--- src/rtl/mem_pkg.sv ---
// mem_pkg: shared memory geometry and loader state encoding
package mem_pkg;
  localparam int DATA_W = 16;
  localparam int ADDR_W = 5;
  localparam int DEPTH  = 32;
  typedef enum logic [1:0] {LOAD, START, WAIT} loader_state_t;
endpackage

--- src/rtl/mem_loader.sv ---
// mem_loader: fills the word memory from a valid/ready stream, then hands off via Start/Done
// Optional running checksum of the loaded block when MEM_LOADER_CHECKSUM_EN is defined.
module mem_loader #(
  parameter int DATA_W = mem_pkg::DATA_W,
  parameter int ADDR_W = mem_pkg::ADDR_W,
  parameter int DEPTH  = mem_pkg::DEPTH
) (
  input  logic              Clock,
  input  logic              Reset,
  input  logic              InValid,
  input  logic [DATA_W-1:0] InData,
  output logic              InReady,
  output logic [ADDR_W-1:0] Address,
  output logic [DATA_W-1:0] DataIn,
  output logic              WriteEnable,
  output logic              Start,
  input  logic              Done,
  output logic [DATA_W-1:0] Checksum
);
  import mem_pkg::loader_state_t, mem_pkg::LOAD, mem_pkg::START, mem_pkg::WAIT;
  localparam logic [ADDR_W-1:0] LAST = ADDR_W'(DEPTH - 1);
  loader_state_t state;
  logic [ADDR_W-1:0] count;
  logic done_q;
  logic accept, last, rise;
  assign accept = (state == LOAD) && InValid && InReady;
  assign last   = count == LAST;
  assign rise   = Done && !done_q;
  // Fill FSM: write one word per accept, pulse Start after the block, wait for a fresh Done rise
  always_ff @(posedge Clock or negedge Reset) begin
    if (!Reset) begin
      state       <= LOAD;
      count       <= '0;
      InReady     <= 1'b1;
      WriteEnable <= 1'b0;
      Address     <= '0;
      DataIn      <= '0;
      Start       <= 1'b0;
      done_q      <= 1'b0;
    end else begin
      done_q      <= Done;
      WriteEnable <= accept;
      Start       <= (state == START) && !Start;
      if (accept) begin
        Address <= count;
        DataIn  <= InData;
        count   <= last ? '0 : count + 1'b1;
      end
      if (accept && last) begin
        state   <= START;
        InReady <= 1'b0;
      end else if (state == START && Start) begin
        state <= WAIT;
      end else if (state == WAIT && rise) begin
        state   <= LOAD;
        InReady <= 1'b1;
      end
    end
  end
`ifdef MEM_LOADER_CHECKSUM_EN
  logic [DATA_W-1:0] sum;
  // Block checksum: add each accepted word, clear when a new block is released
  always_ff @(posedge Clock or negedge Reset) begin
    if (!Reset) sum <= '0;
    else if (accept) sum <= sum + InData;
    else if (state == WAIT && rise) sum <= '0;
  end
  assign Checksum = sum;
`else
  assign Checksum = '0;
`endif
endmodule

--- config.mk ---
export PLATFORM = sky130hd
export DESIGN_NAME = mem_loader
export DESIGN_NICKNAME = d
export VERILOG_FILES = /design/src/rtl/mem_pkg.sv /design/src/rtl/mem_loader.sv
export SDC_FILE = /design/constraint.sdc
export NUM_CORES = 1
export LEC_CHECK = 0
export ABC_AREA = 1
export BUFFER_PORTS_ARGS = -buffer_cell sky130_fd_sc_hd__buf_2
export CAP_MARGIN = 30
export CORE_MARGIN = 2
export CORE_UTILIZATION = 32
export DETAILED_ROUTE_END_ITERATION = 8
export PLACE_DENSITY = 0.62
export SYNTH_ARGS = -nofsm -noshare
export SYNTH_HDL_FRONTEND = slang
export SYNTH_SLANG_ARGS = --single-unit
--- constraint.sdc ---
create_clock -name Clock -period 2.1 [get_ports Clock]
set_clock_uncertainty 0.05 [all_clocks]
set_input_delay 0.315 -clock Clock [delete_from_list [all_inputs] [get_ports Clock]]
set_output_delay 0.315 -clock Clock [all_outputs]
set_load 0.05 [all_outputs]
==> metrics.csv <==
metric,value,unit
die-area,0.00504,mm^2
grt_max_degree,33,
crit_start,InReady,
min_period_over_period,0.735,
cts_resized,0,
crit_path_cell_trace,nand2_1 > inv_1 > nand2_4 > inv_6 > nand2_1 > nand2_1 > nor2_1,
cts-root-buf,clkbuf_8,
syn_avg_cell_area,9.03,um^2
grt-ovfl-total,0,
ys_ff_latch,32,
critical_path_class,flop to flop,
place_area,0.00161,mm^2
cp_max_fo,27,
grt_pass1_wl,4.42,mm
leakage,1.05,nW
vias,1053,
viasPerCell,4.11,
pwr_density_cell,681,mW/mm^2
ys_warn_count,0,
cp_top_family,flip-flops,
die_h,71.0,um
drv_cap,0,
synth_top_area_frac,0.541,
synth.yosys.seq_area_share,0.559,
yosysTopAreaCell,dfrtp_1,
grt_pass1_vias,1031,
clock_latency,0.28,ns
portBuffers,43,
path_buf_inv,2,
crit_path_start_kind,flop,
gp_congestion,0.727,
slew_headroom,0.531,
core-area,0.00432,mm^2
syn_area,0.00144,mm^2
area_growth,17.6,%
worstSetupEndpointType,flop,
cp_common_cell,nand2_1,
ir_worst_vdd,0.273,mV
antennaDiodeCount,0,
hold_buffers,0,
cts_tree,yes,
r2r_cells,7,
ys_top_cells_by_count,"nand2_1 (70), dfrtp_1 (31), buf_4 (18), inv_1 (7)",
r2r-end,count[0],
synthCells,159,
rrSetupSlack,0.56,ns
critical_path_required,2.22,ns
synthArstFlopShare,1.00,
drc,0,
grtUsageTotal,0.113,
ys_types,20,
cts_buffers,5,
maxSlewViolCount,0,
synth-edff-count,0,
finalSetupTns,0,ns
hold_viol_final,0,
routed_wl,2.67,mm
arrival,1.67,ns
cts_max_level,2,
rsz0062_at_grt,no,
wire_per_inst,10.4,um
initial_core_util,0.332,
antenna_found_initial,0,
final_cells,256,
synth_ff_type,dfrtp_1,
drive_above_1_share,0.289,
setup_viol,0,
ys_top_cells_by_area,"dfrtp_1 (54%), nand2_1 (18%), buf_4 (9.4%), nand2_2 (2.6%), dfstp_2 (1.8%)",
drt-pass1-iter-count,4,
yosysMostFrequentCell,nand2_1,
clock_sinks,32,
max_stage_delay,0.53,ns
fmax,0.648,GHz
io_pins,60,
dp_cells,249,
drtIter0Drc,35,
rows,24,
nNetsFinal,226,
clkSlewWorstSetupHoldPaths,0.06,ns
fin_crit,1.54,ns
ant_nets,0,
r2r_start,InReady,
clockBufferDepth,2,
final_area,0.00169,mm^2
outcome,"finished, final reports clean",
die_w,71.0,um
hold_path.class,input pin to asynchronous set/reset pin,
worst_slew_pin_slew,0.704,ns
cts_setup_buffers,0,
dp.final_hpwl,1.88,mm
slowest_stage,dfstp_2,
==> layer usage <==
layer	global-route usage	share of wire	vias to the layer above
li1	-	-	539
met1	0.141	0.47	471
met2	0.177	0.44	38
met3	0.0456	0.078	5
met4	0.0440	0.014	0
met5	0	0	-
==> how the worst max path moves through the flow <==
| stage | depth (start not counted) | to | slack (ns) |
|---|---|---|---|
| 2_1_floorplan | 6 | Address[4] | 0.73 |
| 3_3_place_gp | 7 | count[0] | 0.58 |
| 3_5_place_dp | 7 | count[0] | 0.55 |
| 4_1_cts | 7 | count[0] | 0.54 |
| 5_1_grt | 7 | count[0] | 0.42 |
| 6_report | 7 | count[0] | 0.56 |
==> layout make-up <==
class / count / area [um^2]
Fill cell: 447 / 2640
Sequential cell: 32 / 802
Inverter: 8 / 35.0
Tap cell: 52 / 65.1
Timing Repair Buffer: 43 / 215
Clock inverter: 1 / 5.00
Multi-Input combinational cell: 114 / 493
Clock buffer: 6 / 72.6
==> report_power, final <==
part | leakage (nW) | total [mW] | internal [mW] | switching (mW)
clock network | 0.0410 | 0.437 | 0.225 | 0.212
logic | 0.579 | 0.0936 | 0.0127 | 0.0808
registers | 0.426 | 0.618 | 0.618 | 0.000330
total | 1.05 | 1.15 | 0.855 | 0.294
==> sequential cells by signal, indices dropped and copies added, names as in the netlist <==
name	cells
Address	5
DataIn	16
InReady	1
Start	1
WriteEnable	1
count	5
done_q	1
state	2
==> cell usage in the layout (no fill, tap or decap) <==
cell      synthesis  routed
xor2_1            1       1
clkbuf_1          0       1
clkbuf_8          0       5
inv_1             7       7
nor2_2            1       1
nand2_2           6       6
dfstp_2           1       1
nand3_1           4       4
dfrtp_1          31      31
nor3b_1           1       1
nand4_1           1       1
buf_2             0      43
nand2_4           1       1
o21ai_0           4       4
inv_6             1       1
conb_1            1      16
nand2_1          70      70
nor2_1            6       6
clkinv_2          0       1
ha_1              2       2
nor3_1            1       1
==> cells by family (layout without fill, tap and decap cells) <==
logic type	Yosys count	count (layout)	share of synthesized area
AO/OA/AOI/OAI	4	4	0.0139
XOR/XNOR	1	1	0.00610
adder cells (fa/ha/maj)	2	2	0.0174
buffers and inverters	28	58	0.137
flip-flops	32	32	0.559
other	1	16	0.00261
AND/OR/NAND/NOR	91	91	0.264
==> metrics by stage <==
step	utilization	setup WS, ns	hold slack, ns	power (mW)
floorplan	-	0.730	-0.0306	0.716
global placement	0.372	0.579	0.352	0.724
detailed placement	0.372	0.547	0.361	0.724
CTS	0.390	0.543	0.0549	1.17
global route	0.390	0.421	0.0822	1.19
finish	0.390	0.556	0.0321	1.15
No activity file was read; power rests on OpenSTA's default activity.
